--- config.mk ---
export PLATFORM = sky130hd
export DESIGN_NAME = sccb_write_arbiter
export DESIGN_NICKNAME = d
export VERILOG_FILES = /design/src/rtl/sccb_arb_pkg.sv /design/src/rtl/sccb_arb_pick.sv /design/src/rtl/sccb_write_arbiter.sv
export SDC_FILE = /design/constraint.sdc
export NUM_CORES = 1
export LEC_CHECK = 0
export CORE_MARGIN = 2
export CORE_UTILIZATION = 48
export CTS_BUF_LIST = sky130_fd_sc_hd__clkbuf_2
export CTS_CLUSTER_SIZE = 16
export DETAILED_ROUTE_END_ITERATION = 12
export HOLD_SLACK_MARGIN = 0.05
export PLACE_DENSITY = 0.87
export SLEW_MARGIN = 5
export SYNTH_ARGS = -nofsm -noshare
export SYNTH_HDL_FRONTEND = slang
export SYNTH_SLANG_ARGS = --single-unit
export TNS_END_PERCENT = 30
--- constraint.sdc ---
create_clock -name clk -period 5.4 [get_ports clk]
set_clock_uncertainty 0.15 [all_clocks]
set_input_delay 1.62 -clock clk [delete_from_list [all_inputs] [get_ports clk]]
set_output_delay 1.62 -clock clk [all_outputs]
set_load 0.005 [all_outputs]
--- src/rtl/sccb_arb_pkg.sv ---
`default_nettype none
// ============================================================================
// Module      : sccb_arb_pkg
// Description : Shared types and helpers for the SCCB write arbiter: FSM
//               state encoding, a width helper and the default idle gap.
// Revision    : 1.0 - initial release
// ============================================================================
package sccb_arb_pkg;

  // Arbiter FSM states
  typedef enum logic [2:0] {
    IDLE  = 3'd0,
    START = 3'd1,
    WAIT0 = 3'd2,
    WAIT  = 3'd3,
    GAP   = 3'd4
  } state_t;

  // Default forced bus-idle time after each engine completion, in clk cycles
  localparam int c_DEFAULT_GAP_CYCLES = 64;

  // Bits needed to hold values 0..value-1, never less than one bit
  function automatic int clog2(input int value);
    int r;
    r = 0;
    for (int i = 0; i < 31; i++) begin
      if ((1 << i) < value) begin
        r = i + 1;
      end
    end
    if (r == 0) begin
      r = 1;
    end
    return r;
  endfunction

endpackage : sccb_arb_pkg
`default_nettype wire

--- src/rtl/sccb_arb_pick.sv ---
`default_nettype none
// ============================================================================
// Module      : sccb_arb_pick
// Description : Combinational winner selector for the SCCB write arbiter.
//               Default: round-robin search starting after 'pointer'.
//               With SCCB_ARB_FIXED_PRIO_EN defined: lowest index wins and
//               'pointer' is ignored.
// Revision    : 1.0 - initial release
// ============================================================================
module sccb_arb_pick
  import sccb_arb_pkg::*;
#(
  parameter int NREQ = 3,
  parameter int IDXW = clog2(NREQ)
) (
  input  logic [NREQ-1:0] req,
  input  logic [IDXW-1:0] pointer,
  output logic            valid,
  output logic [IDXW-1:0] winner
);

`ifdef SCCB_ARB_FIXED_PRIO_EN

  // Pointer has no meaning when priority is fixed
  logic w_unused_pointer;
  assign w_unused_pointer = ^pointer;

  // Scan from the top down so the lowest set index is written last and wins
  always_comb begin
    valid  = 1'b0;
    winner = '0;
    for (int i = NREQ - 1; i >= 0; i--) begin
      if (req[i]) begin
        valid  = 1'b1;
        winner = IDXW'(i);
      end
    end
  end

`else

  logic [IDXW-1:0] w_idx;

  // Scan candidates farthest-first so the one nearest pointer+1 is written last
  always_comb begin
    valid  = 1'b0;
    winner = '0;
    w_idx  = '0;
    for (int i = NREQ; i >= 1; i--) begin
      w_idx = IDXW'((int'(pointer) + i) % NREQ);
      if (req[w_idx]) begin
        valid  = 1'b1;
        winner = w_idx;
      end
    end
  end

`endif

endmodule : sccb_arb_pick
`default_nettype wire

--- src/rtl/sccb_write_arbiter.sv ---
`default_nettype none
// ============================================================================
// Module      : sccb_write_arbiter
// Description : Shares a single SCCB register-write engine among NREQ
//               requesters. Latches the winner's index/value, pulses the
//               engine start, waits for completion, acks the requester and
//               enforces a GAP_CYCLES bus-idle interval before the next grant.
//               Build option SCCB_ARB_FIXED_PRIO_EN selects fixed priority
//               (lowest index first) instead of round-robin.
// Revision    : 1.0 - initial release
// ============================================================================
module sccb_write_arbiter
  import sccb_arb_pkg::*;
#(
  parameter int NREQ       = 3,
  parameter int REGI_MSB   = 15,
  parameter int GAP_CYCLES = c_DEFAULT_GAP_CYCLES
) (
  input  logic                         clk,
  input  logic                         reset,
  input  logic [NREQ-1:0]              req,
  input  logic [NREQ*(REGI_MSB+1)-1:0] req_regi,
  input  logic [NREQ*8-1:0]            req_regv,
  output logic [NREQ-1:0]              ack,
  output logic                         busy,
  output logic [REGI_MSB:0]            eng_regi,
  output logic [7:0]                   eng_regv,
  output logic                         eng_start,
  input  logic                         eng_done
);

  localparam int c_IDXW = clog2(NREQ);
  localparam int c_GAPW = clog2(GAP_CYCLES + 1);
  localparam int c_RW   = REGI_MSB + 1;
  localparam logic [c_GAPW-1:0] c_GAP_LOAD = c_GAPW'(GAP_CYCLES);
  localparam logic [NREQ-1:0]   c_ACK_LSB  = NREQ'(1);

  state_t            r_state;
  state_t            w_state_nxt;
  logic              w_grant_en;
  logic              w_complete;
  logic              w_pick_valid;
  logic [c_IDXW-1:0] w_pick_idx;
  logic [c_IDXW-1:0] w_ptr;
  logic [c_IDXW-1:0] r_grant;
  logic [c_GAPW-1:0] r_gap_cnt;
  logic [NREQ-1:0]   r_ack;
  logic [REGI_MSB:0] r_eng_regi;
  logic [7:0]        r_eng_regv;
  logic [REGI_MSB:0] w_sel_regi;
  logic [7:0]        w_sel_regv;

  sccb_arb_pick #(
    .NREQ (NREQ),
    .IDXW (c_IDXW)
  ) u_pick (
    .req     (req),
    .pointer (w_ptr),
    .valid   (w_pick_valid),
    .winner  (w_pick_idx)
  );

`ifdef SCCB_ARB_FIXED_PRIO_EN
  assign w_ptr = '0;
`else
  localparam logic [c_IDXW-1:0] c_PTR_RESET = c_IDXW'(NREQ - 1);
  logic [c_IDXW-1:0] r_ptr;

  // Round-robin pointer follows the last requester that completed a write
  always_ff @(posedge clk or posedge reset) begin
    if (reset) begin
      r_ptr <= c_PTR_RESET;
    end else if (w_complete) begin
      r_ptr <= r_grant;
    end
  end

  assign w_ptr = r_ptr;
`endif

  // Mux the winning requester's register index and value
  always_comb begin
    w_sel_regi = '0;
    w_sel_regv = '0;
    for (int k = 0; k < NREQ; k++) begin
      if (w_pick_idx == c_IDXW'(k)) begin
        w_sel_regi = req_regi[k*c_RW +: c_RW];
        w_sel_regv = req_regv[k*8 +: 8];
      end
    end
  end

  // FSM state register
  always_ff @(posedge clk or posedge reset) begin
    if (reset) begin
      r_state <= IDLE;
    end else begin
      r_state <= w_state_nxt;
    end
  end

  // FSM next state plus grant/complete strobes for the datapath
  always_comb begin
    w_state_nxt = r_state;
    w_grant_en  = 1'b0;
    w_complete  = 1'b0;
    case (r_state)
      IDLE: begin
        if (w_pick_valid) begin
          w_grant_en  = 1'b1;
          w_state_nxt = START;
        end
      end
      START: w_state_nxt = WAIT0;
      // The engine needs a cycle to drop its done level after start
      WAIT0: w_state_nxt = WAIT;
      WAIT: begin
        if (eng_done) begin
          w_complete  = 1'b1;
          w_state_nxt = GAP;
        end
      end
      GAP: begin
        if (r_gap_cnt == '0) begin
          w_state_nxt = IDLE;
        end
      end
      default: w_state_nxt = IDLE;
    endcase
  end

  // Grant latch, ack pulse and bus-idle gap counter
  always_ff @(posedge clk or posedge reset) begin
    if (reset) begin
      r_grant    <= '0;
      r_eng_regi <= '0;
      r_eng_regv <= '0;
      r_ack      <= '0;
      r_gap_cnt  <= '0;
    end else begin
      r_ack <= '0;
      if (w_grant_en) begin
        r_grant    <= w_pick_idx;
        r_eng_regi <= w_sel_regi;
        r_eng_regv <= w_sel_regv;
      end
      if (w_complete) begin
        r_ack     <= c_ACK_LSB << r_grant;
        r_gap_cnt <= c_GAP_LOAD;
      end else if ((r_state == GAP) && (r_gap_cnt != '0)) begin
        r_gap_cnt <= r_gap_cnt - c_GAPW'(1);
      end
    end
  end

  assign ack       = r_ack;
  assign busy      = (r_state != IDLE);
  assign eng_start = (r_state == START);
  assign eng_regi  = r_eng_regi;
  assign eng_regv  = r_eng_regv;

endmodule : sccb_write_arbiter
`default_nettype wire

Yosys cells after proc, flatten, opt, wreduce, memory -nomap -nowiden
Cells that the tools add are included.
{ "totals": {"reg_bits": 41, "latchBits": 0, "mem_bits_rw": 0, "mem_bits_ro": 0, "input_bits": 78, "out_inout_bits": 29, "mem_count": 0} }
{ "classes": {"addsub": 4, "mul": 0, "div_mod_pow": 3, "n_lt_le_gt_ge": 3, "eq_ne": 9, "n_shift": 1, "muxes": 29, "bitwise_logic": 0, "n_reduce_logical": 8} }
{ "ops": {"columns": ["operator", "n"], "rows": [
  ["$mod 32x3->32 const B", 3],
  ["$mux 16", 3],
  ["$mux 8", 3],
  ["$pmux 3 s5", 1],
  ["$mux 7", 2],
  ["$mux 3", 4],
  ["$mux 1", 10],
  ["$lt 2x3->1 const B", 3],
  ["$logic_not 7->1", 1],
  ["$reduce_bool 7->1", 1],
  ["$sub 7x1->7 const B", 1],
  ["$add 2x2->3 const B", 2],
  ["$bmux 1 s2", 3],
  ["$eq 3x2->1 const B", 2],
  ["$mux 2", 3],
  ["$ne 2x2->1 const B", 2],
  ["$add 2x1->3 const B", 1],
  ["$eq 3x1->1 const B", 1],
  ["$eq 3x3->1 const B", 1],
  ["$logic_not 3->1", 1],
  ["$reduce_and 3->1", 1],
  ["$reduce_bool 3->1", 1],
  ["$shl 1x2->3 const A", 1],
  ["$eq 2x1->1 const B", 1],
  ["5 further kinds", 5]
]} }

Depth between registers and ports, before layout
Gate-level depths: netlist of run 1.
{ "logic_depth": {"word_depth": 11, "mapped_depth": 10} }

Hierarchy
A second synthesis of run 1 with hierarchy kept.
{ "hier_totals": {"cells_unflattened": 241, "hier_area_um2": 2392.3} }
{ "modules_own_cells": {"columns": ["module", "n_inst", "cells_per_inst", "area_per_inst_um2", "seq_area_each_um2"], "rows": [
  ["sccb_write_arbiter", 1, 205, 2147.1, 1027.2],
  ["sccb_arb_pick", 1, 36, 245.2, 0.0]
]} }

Least setup slack after synthesis of run 1
Ideal clock, no wire load.
{ "synth_timing": {"kind": "input port to flip-flop", "start": "input req[1]", "end": "register r_eng_regi[14] (netlist: eng_regi[14])", "setup_ps": 125, "arrival_ps": 3023, "required_time_ps": 5125, "setup_slack_ps": 2102, "cell_stages": 5, "n_path_buf": 1, "cell_sequence": "nor2b_1 > and2_4 > o41ai_4 > buf_4 > mux2_2"} }
{ "synth_via": {"elab_chain_len": 9} }
{ "synth_lines": {"columns": ["item", "line_no", "rtl"], "rows": [
  ["from (decl)", "sccb_write_arbiter.sv:21", "input logic [NREQ-1:0] req,"],
  ["$bmux 1 s2", "sccb_arb_pick.sv:51", "if (req[w_idx]) begin"],
  ["$mux 1 (not written as such)", "sccb_arb_pick.sv:51", null],
  ["$mux 2 (3 in series)", "sccb_arb_pick.sv:51", null],
  ["$logic_not 2->1", "sccb_write_arbiter.sv:86", "if (w_pick_idx == c_IDXW'(k)) begin"],
  ["$mux 16 (3 in series)", "sccb_write_arbiter.sv:86", null],
  ["to (signal assigned)", "sccb_write_arbiter.sv:144", "r_eng_regi <= w_sel_regi;"],
  ["to (decl)", "sccb_write_arbiter.sv:48", "logic [REGI_MSB:0] r_eng_regi;"]
]} }
Parallel ways exist; a longest one is shown, timed or not. The select of a mux whose other input is x is not followed.
A chain may end at the register's enable or synchronous reset.

Worst setup path in the final report of run 1
{ "layout_timing": {"start": "input req[1]", "end": "register r_eng_regv[2] (netlist: eng_regv[2])"} }
{ "layout_via": {"elab_chain_len": 9} }
{ "layout_lines": {"columns": ["item", "line_no", "rtl"], "rows": [
  ["$bmux 1 s2", "sccb_arb_pick.sv:51", null],
  ["$mux 1 (not written as such)", "sccb_arb_pick.sv:51", null],
  ["$mux 2 (3 in series)", "sccb_arb_pick.sv:51", null],
  ["$logic_not 2->1", "sccb_write_arbiter.sv:86", null],
  ["$mux 8 (3 in series)", "sccb_write_arbiter.sv:86", null],
  ["to (signal assigned)", "sccb_write_arbiter.sv:145", "r_eng_regv <= w_sel_regv;"],
  ["to (decl)", "sccb_write_arbiter.sv:49", "logic [7:0] r_eng_regv;"]
]} }
Parallel ways exist; a longest one is shown, timed or not. The select of a mux whose other input is x is not followed.

==> run_results.csv, run 1 <==
group,metric,value,unit
logic_synthesis,synth_seq_cells,41,
clock_network,cts_tree,"done",
clock_network,cts-root-buf,"clkbuf_2",
outcome,status,"finished clean",
placed_design,routabilityCongestion,0.9210,
setup_path,rr_endpoint,"eng_regv[2]",
logic_synthesis,synth_async_sr_flop_share,1.000,
route,via_per_inst,5.742,
timing,report.final.slew_viol_count,0,
setup_path,crit_chain,"clkdlybuf4s50_1, nor2b_1, a2bb2oi_1, a21oi_1, o21ai_0, mux2_2",
setup_path,critPathTopFamily,"compound AO/OA/AOI/OAI gates",
final_layout,syn_to_final_growth,43.82,%
pwr,vdd_drop_max,412.0,uV
floorplan,die_h,78.50,um
clock_network,cts_max_level,2,
timing,finalSetupTns,0,ps
final_layout,mostFrequentLayoutCells,"106 x clkdlybuf4s50_1, 40 x dfrtp_1, 30 x nand2_1, 27 x nor2_1, 21 x nor3b_1",
floorplan,rows,27,
global_route,grt-ovfl-total,0,
job,maxCapViolCount,0,
route,drc,0,
worst_hold_path,hp-class,"flip-flop to flip-flop",
setup_path,max_stage_delay,730,ps
setup_path,arrival,3950,ps
route,drtAntennaViolNets,0,
setup_path,critical_path_class,"primary input to flip-flop",
global_route,grt_pass1_wl,12340,um
pwr,leakage,1.525,nW
clock_network,numClockSinks,41,
setup_path,worstPathMaxFanout,14,
logic_synthesis,synth_ff_type,"dfrtp_1",
final_layout,fin_area,3831,um2
global_route,grt.total_usage,0.2539,
logic_synthesis,synth_warnings,0,
route,drt_iter0_drc,214,
global_route,antenna_found_initial,0,
pwr,power,1.953,mW
route,drt-wirelength-per-cell,17.15,um
logic_synthesis,ys_types,47,
floorplan,initial_core_util,0.4898,
setup_path,r2r_cells,7,
timing,fin_crit,3792,ps
timing,worstMarginPinSlew,892.0,ps
floorplan,dieArea,6161,um2
route,drt-total-wl,7786,um
final_layout,utilization,0.7044,
setup_path,reg2reg_from,"r_ptr[1]",
global_route,grt_max_degree,46,
final_layout,nets,465,
setup_path,cp_slowest_cell,"a21oi_1",
route,via_count,2607,
setup_path,ff2ff_setup_slack,2480,ps
logic_synthesis,synth_seq_area_share,0.3856,
floorplan,coreArea,5439,um2
logic_synthesis,syn_inst,283,
clock_network,cts_resized,0,
clock_network,clkTransAtPathRegs,230,ps
worst_hold_path,hold_path_end,"ack[0]",
worst_hold_path,min_from,"r_grant[1]",
setup_path,end_kind,"flip-flop",
setup_path,crit_buf_inv,1,
timing,final-hold-violation-count,0,
setup_path,cp-start-kind,"primary input",
global_route,first_global_vias,2518,
floorplan,io_pins,107,
route,firstDrtPassIters,4,
clock_network,cts_hold_buf,0,
timing,fmax,263.7,MHz
timing,finalCritPeriodShare,0.7023,
timing,finalSetupViolations,0,
timing,rsz0062_at_grt,"false",
logic_synthesis,syn_area_per_cell,9.413,um2
clock_network,cts_max_path_buffers,2,
logic_synthesis,syn_nets,367,
final_layout,drive_above_1_share,0.08115,
final_layout,layout_commonest_cell,"clkdlybuf4s50_1",
clock_network,clk-insertion-delay-late,420,ps
final_layout,diodes,0,
pwr,p_per_area,509.8,nW/um2
floorplan,die_w,78.50,um
clock_network,cts_setup_buffers,0,
setup_path,cp.required,5560,ps
clock_network,cts_buffers,5,
placed_design,port-buffer-count,106,
final_layout,fill_cells,431,
placed_design,dpl-instance-area,3767,um2
placed_design,hpwl,5667,um
logic_synthesis,synth_edf_count,0,
logic_synthesis,synth.cell_area,2664,um2
timing,slew_headroom,0.4053,
worst_hold_path,hold-path-cell-count,1,
## cell type report
| type | count | area, um2 | area share |
|---|---|---|---|
| clock buffers | 6 | 30.03 | 0.007838 |
| clock inverters | 2 | 33.78 | 0.008818 |
| multi-input cells | 212 | 1510 | 0.3942 |
| flip-flops and latches | 41 | 1027 | 0.2681 |
| repair buffers | 112 | 1106 | 0.2887 |
| well taps | 72 | 90.09 | 0.02351 |
| inverters | 9 | 33.78 | 0.008818 |
## report_power, final
part	internal [mW]	total (mW)	switching [mW]
logic	0.609	1.23	0.620
registers	0.445	0.538	0.0928
clock network	0.0789	0.187	0.108
total	1.13	1.95	0.821
## cell families (layout without fill, tap and decap cells)
kind of cell	Yosys count	count (layout)	synth area share
AO/OA/AOI/OAI	79	79	0.2518
XOR/XNOR	5	5	0.01644
adder cells (fa/ha/maj)	6	6	0.02818
buffers and inverters	30	129	0.05072
flip-flops	41	41	0.3856
multiplexers	15	15	0.06106
AND/OR/NAND/NOR	107	107	0.2062
## through the flow
step                cells  setup slack, ps  hold slack (ps)
finish                454             1608            353.7
detailed placement    446             1193            317.0
CTS                   454             1615            354.5
floorplan             283             2102            311.1
global route          454             1367            389.4
global placement      446             1337            310.2
## Yosys cell counts (all sizes together) (2+ instances only)
cell | n | share of area
dfrtp | 40 | 0.38
nand2 | 30 | 0.042
nor2 | 29 | 0.043
nor3b | 21 | 0.059
o31ai | 18 | 0.053
a221o | 17 | 0.064
a311oi | 17 | 0.056
buf | 12 | 0.025
o21ai | 12 | 0.023
clkbuf | 9 | 0.013
inv | 9 | 0.013
mux2i | 8 | 0.031
nand3 | 8 | 0.015
mux2 | 7 | 0.030
ha | 6 | 0.028
nor2b | 4 | 0.0094
xnor2 | 4 | 0.013
a21oi | 3 | 0.0070
nand2b | 3 | 0.0070
nor3 | 3 | 0.0056
o211ai | 3 | 0.012
a2bb2oi | 2 | 0.0066
and2 | 2 | 0.0056
o31a | 2 | 0.0066
## layer usage
metal  vias up  share of wire  global-route usage  wire, um
met1      1240           0.44              0.3319      3389
met2        91           0.48              0.4233      3756
li1       1259              -                   -         -
met4         0          0.023             0.09474       176
met5         -              0                   0         0
met3        17          0.060             0.04253       464
## registers in the layout, summed over array words and instances (netlist names)
register,cells
ack,3
eng_regi,16
eng_regv,8
r_gap_cnt,7
r_grant,2
r_ptr,2
r_state,3
## worst register-to-register path, delay by kind of cell (launching register included)
kind | cells | cell delay (ps)
compound gates | 3 | 1080
flops | 1 | 600
simple gates | 1 | 370
mux | 1 | 300
fa+ha+maj | 1 | 240
buf+inv | 1 | 70
## worst max-delay path by stage
stage,start,endpoint,cells after the start
final,req[1],eng_regv[2],6
after global routing,req[1],eng_regv[2],6
after CTS,req[1],eng_regv[2],6
after detailed placement,req[1],eng_regv[2],6
after global placement,req[1],eng_regv[1],6
after floorplan,req[1],eng_regi[14],5
(Power assumes the default switching activity.)
==> run 2: changes to the inputs <==
--- a/config.mk
+++ b/config.mk
@@ -6,12 +6,12 @@
 export NUM_CORES = 1
 export LEC_CHECK = 0
 export CORE_MARGIN = 2
-export CORE_UTILIZATION = 48
+export CORE_UTILIZATION = 45
 export CTS_BUF_LIST = sky130_fd_sc_hd__clkbuf_2
 export CTS_CLUSTER_SIZE = 16
 export DETAILED_ROUTE_END_ITERATION = 12
 export HOLD_SLACK_MARGIN = 0.05
-export PLACE_DENSITY = 0.87
+export PLACE_DENSITY = 0.82
 export SLEW_MARGIN = 5
 export SYNTH_ARGS = -nofsm -noshare
 export SYNTH_HDL_FRONTEND = slang
==> constraint.sdc (replaced) <==
create_clock -name clk -period 3.98 [get_ports clk]
set_clock_uncertainty 0.15 [all_clocks]
set_input_delay 1.194 -clock clk [delete_from_list [all_inputs] [get_ports clk]]
set_output_delay 1.194 -clock clk [all_outputs]
set_load 0.005 [all_outputs]
==> run 2 against run 1 <==
Against the previous run: via count increased by 1.7%; global-route usage down 1.9 points; worst setup slack worse by 860 ps; utilization fell by 3.8 points; hold slack better by 8.5 ps.
==> run_results.csv, run 2 (synthesized netlist as in run 1, its figures left out) <==
group,metric,value,unit
placed_design,hpwl,5678,um
placed_design,port-buffer-count,106,
route,drt_iter0_drc,180,
clock_network,cts_max_path_buffers,2,
worst_hold_path,hp-class,"flip-flop to flip-flop",
pwr,p_per_area,688.5,nW/um2
final_layout,diodes,0,
outcome,status,"finished clean",
pwr,internal-power,1.533,mW
timing,report.final.slew_viol_count,0,
global_route,met2_usage,0.4099,
route,drc,0,
route,via_count,2652,
pwr,vdd_drop_max,361.6,uV
global_route,antenna_found_initial,0,
clock_network,cts-root-buf,"clkbuf_2",
global_route,gr-usage-met1,0.2907,
timing,fin_crit,3234,ps
final_layout,drive_above_1_share,0.1003,
pwr,swShare,0.4253,
timing,finalSetupTns,0,ps
timing,finalSetupViolations,0,
floorplan,rows,28,
global_route,busiest_layer,"met2",
global_route,grt_use_met3,0.05333,
floorplan,io_pins,107,
setup_path,reg2reg_from,"r_ptr[0]",
route,drt-total-wl,7455,um
setup_path,critical_path_class,"flip-flop to primary output",
clock_network,cts_setup_buffers,0,
pwr,power_switching,1.134,mW
floorplan,die_h,80.94,um
final_layout,utilization,0.6661,
timing,slew_headroom,0.4767,
pwr,leakage,1.544,nW
placed_design,routabilityCongestion,0.8765,
final_layout,nets,472,
final_layout,layout_commonest_cell,"clkdlybuf4s50_1",
clock_network,cts_buffers,5,
setup_path,end_kind,"primary output",
timing,worstMarginPinSlew,780.1,ps
final_layout,syn_to_final_growth,45.42,%
clock_network,clkTransAtPathRegs,240,ps
route,drt-wirelength-per-cell,16.07,um
clock_network,cts_max_level,2,
global_route,grt-ovfl-total,0,
clock_network,clk-insertion-delay-late,420,ps
worst_hold_path,min_from,"eng_regi[2]",
setup_path,cp.required,2640,ps
clock_network,numClockSinks,41,
clock_network,cts_hold_buf,0,
job,maxCapViolCount,0,
floorplan,coreArea,5816,um2
floorplan,die_w,80.94,um
global_route,first_global_vias,2617,
setup_path,arrival,1890,ps
timing,rsz0062_at_grt,"false",
route,firstDrtPassIters,4,
clock_network,cts_resized,0,
pwr,power_frac_seq,0.275,
timing,finalCritPeriodShare,0.8126,
final_layout,largest_register_ffs,16,
route,drtAntennaViolNets,0,
global_route,grt_pass1_wl,12050,um
timing,fmax,309.2,MHz
setup_path,cp-start-kind,"flip-flop",
pwr,p_clk_frac,0.076,
setup_path,setup.worst_path.start,"r_state[2]",
final_layout,mostFrequentLayoutCells,"106 x clkdlybuf4s50_1, 40 x dfrtp_1, 30 x nand2_1, 27 x nor2_1, 21 x nor3b_1",
clock_network,cts_tree,"done",
setup_path,worstPathMaxFanout,8,
floorplan,initial_core_util,0.4580,
global_route,grt.total_usage,0.2349,
pwr,combPwrFrac,0.649,
floorplan,dieArea,6551,um2
global_route,grt_max_degree,36,
timing,final-hold-violation-count,0,
final_layout,fill_cells,489,
route,via_per_inst,5.716,
## run 2: per-layer routing
metal	part of all wire	routed length, um
met3	0.074	553
met1	0.41	3054
met5	0	0
met4	0.014	108
met2	0.50	3738
## run 2: critical path, stage by stage (launching register included)
cell             delay, ps
dfrtp_1                530
nor3_1                 400
inv_1                   80
clkdlybuf4s50_1        460
## run 2: per-stage QoR
step	cells	worst slack, ps	instance area [um2]	power (mW)	hold WS, ps
finish	464	745.8	3874	2.667	362.2
global route	464	634.6	3874	2.899	391.6
detailed placement	456	406.1	3824	2.476	319.8
CTS	464	705.5	3874	2.680	366.2
global placement	456	481.6	3824	2.419	309.1
floorplan	283	1108	2664	1.832	311.1
## run 2: final cells by class
cell class | instances | area, um2 | share of cell area
clock inverter | 3 | 25.02 | 0.006460
sequential | 41 | 1027 | 0.2652
tap | 75 | 93.84 | 0.02422
multi-input combinational | 212 | 1510 | 0.3899
timing repair buffer | 119 | 1159 | 0.2991
inverter | 9 | 33.78 | 0.008721
clock buffer | 5 | 25.02 | 0.006460
## run 2: worst paths after layout
check / end / slack [ps] / depth (start not counted)
worst min register to register: eng_regi[2] / 360 / 2
worst min-delay path: eng_regi[2] / 360 / 2
worst max register to register: eng_regv[4] / 1180 / 8
worst max-delay path: busy / 750 / 3
min in group asynchronous: r_gap_cnt[0] / 940 / 2
max in group asynchronous: eng_regi[0] / 2030 / 3
## run 2: power groups by stage
stage | logic, mW | registers, mW | clock network [mW]
global placement | 1.68 | 0.735 | 0
CTS | 1.74 | 0.733 | 0.209
detailed placement | 1.73 | 0.742 | 0
global route | 1.92 | 0.759 | 0.225
finish | 1.73 | 0.732 | 0.203
floorplan | 1.11 | 0.722 | 0
==> run 3: changes to the inputs <==
==> constraint.sdc (replaced) <==
create_clock -name clk -period 3 [get_ports clk]
set_clock_uncertainty 0.15 [all_clocks]
set_input_delay 0.9 -clock clk [delete_from_list [all_inputs] [get_ports clk]]
set_output_delay 0.9 -clock clk [all_outputs]
set_load 0.005 [all_outputs]
==> run 3 against run 2 <==
Against the previous run: global-route usage fell by 0.90 points; die area did not move; wire length fell by 2.9%; combinational power rose by 40%; via count fell by 0.64%; highest routed layer unchanged.
==> run_results.csv, run 3 (synthesized netlist as in run 1, its figures left out) <==
group,metric,value,unit
pwr,leakage,1.600,nW
route,drtAntennaViolNets,0,
timing,worstMarginPinSlew,539.4,ps
global_route,met2_usage,0.3868,
pwr,power,3.717,mW
global_route,grt.total_usage,0.2259,
setup_path,end_kind,"primary output",
final_layout,seq_area,1027,um2
timing,rsz0062_at_grt,"false",
worst_hold_path,hp-class,"flip-flop to flip-flop",
timing,finalCritPeriodShare,0.9293,
floorplan,initial_core_util,0.4580,
placed_design,port-buffer-count,106,
final_layout,syn_to_final_growth,49.88,%
pwr,internal-power,2.217,mW
clock_network,cts_setup_buffers,0,
final_layout,utilization,0.6865,
timing,finalSetupTns,0,ps
timing,report.final.slew_viol_count,0,
pwr,vdd_drop_max,493.9,uV
global_route,grt_use_met3,0.05111,
clock_network,clk-insertion-delay-late,420,ps
pwr,p_clk_frac,0.090,
final_layout,nets,475,
pwr,swShare,0.4036,
global_route,gr-usage-met1,0.2829,
timing,finalSetupViolations,0,
final_layout,mostFrequentLayoutCells,"106 x clkdlybuf4s50_1, 40 x dfrtp_1, 30 x nand2_1, 27 x nor2_1, 21 x nor3b_1",
global_route,grt_pass1_wl,11520,um
route,drt-total-wl,7237,um
route,firstDrtPassIters,4,
timing,fin_crit,2788,ps
setup_path,cp-start-kind,"flip-flop",
pwr,p_per_area,931.0,nW/um2
timing,final-hold-violation-count,0,
clock_network,cts-root-buf,"clkbuf_2",
clock_network,clkTransAtPathRegs,230,ps
timing,fmax,358.7,MHz
global_route,grt-ovfl-total,0,
timing,slew_headroom,0.6390,
floorplan,die_w,80.94,um
outcome,status,"finished clean",
route,drc,0,
pwr,power_frac_seq,0.260,
setup_path,critical_path_class,"flip-flop to primary output",
pwr,power_switching,1.500,mW
floorplan,io_pins,107,
route,via_count,2635,
final_layout,largest_register_ffs,16,
setup_path,worstPathMaxFanout,6,
final_layout,drive_above_1_share,0.1071,
route,via_per_inst,5.642,
placed_design,routabilityCongestion,0.8205,
global_route,busiest_layer,"met2",
clock_network,numClockSinks,41,
global_route,antenna_found_initial,0,
floorplan,die_h,80.94,um
final_layout,layout_commonest_cell,"clkdlybuf4s50_1",
final_layout,fill_cells,491,
clock_network,cts_max_level,2,
global_route,first_global_vias,2534,
pwr,combPwrFrac,0.650,
floorplan,coreArea,5816,um2
setup_path,arrival,1740,ps
setup_path,cp.required,1950,ps
clock_network,cts_tree,"done",
route,drt-wirelength-per-cell,15.50,um
job,maxCapViolCount,0,
final_layout,multi_input_area,1515,um2
clock_network,cts_buffers,5,
final_layout,diodes,0,
clock_network,cts_max_path_buffers,2,
placed_design,hpwl,5426,um
floorplan,rows,28,
global_route,grt_max_degree,42,
route,drt_iter0_drc,144,
floorplan,dieArea,6551,um2
[run 3: changes by cell type in the layout (fill, tap and decap cells not counted)]
cell       change
buf_12         +6
buf_4          -3
bufinv_16      +1
clkinv_1       +1
inv_6          -2
nor3_1         -1
nor3_2         +1
[run 3: power groups by stage]
stage	logic, mW	clock network (mW)	registers (mW)
2_1_floorplan	1.47	0	0.958
3_3_place_gp	2.37	0	0.966
3_5_place_dp	2.43	0	0.976
4_1_cts	2.43	0.340	0.963
5_1_grt	2.66	0.363	1.00
6_report	2.42	0.333	0.967
[run 3: area by class of cell]
class,count,share of cell area
multi-input combinational,212,0.3795
timing repair buffer,122,0.3146
sequential,41,0.2573
tap,75,0.02350
clock inverter,3,0.01034
inverter,9,0.008461
clock buffer,5,0.006268
[run 3: critical path, cell delays in order, from the launching register on]
cell and delay [ps]:
dfrtp_1 500, nor3_2 290, inv_1 80, clkdlybuf4s50_1 450
[run 3: routing by layer]
metal | vias to the layer above | routed length [um]
met3 | 12 | 435
met4 | 0 | 144
met1 | 1257 | 3095
met2 | 87 | 3563
met5 | - | 0
li1 | 1279 | -
[run 3: worst paths after layout]
path                             startpoint           end  slack [ps]  depth (start not counted)
worst max-delay path             r_state[1]          busy         210                          3
worst min-delay path            eng_regi[5]   eng_regi[5]         360                          2
worst max register to register     r_ptr[1]  eng_regi[15]         420                          9
worst min register to register  eng_regi[5]   eng_regi[5]         360                          2
max in group asynchronous             reset   eng_regv[6]        1610                          3
min in group asynchronous             reset  r_gap_cnt[2]         710                          3
[run 3: what timing repair did]
item / CTS / global route
gates resized for setup: 0 / 1
hold buffers: 0 / 0
setup endpoints to repair: 0 / 1
[run 3: through the flow]
step | instance area (um2) | worst slack [ps] | std cells | hold WS (ps)
floorplan | 2664 | 422.5 | 283 | 311.1
global placement | 3921 | -42.61 | 459 | 309.1
detailed placement | 3921 | -55.06 | 459 | 315.0
CTS | 3988 | 87.24 | 467 | 360.1
global route | 3993 | 83.63 | 467 | 383.7
finish | 3993 | 212.2 | 467 | 355.7
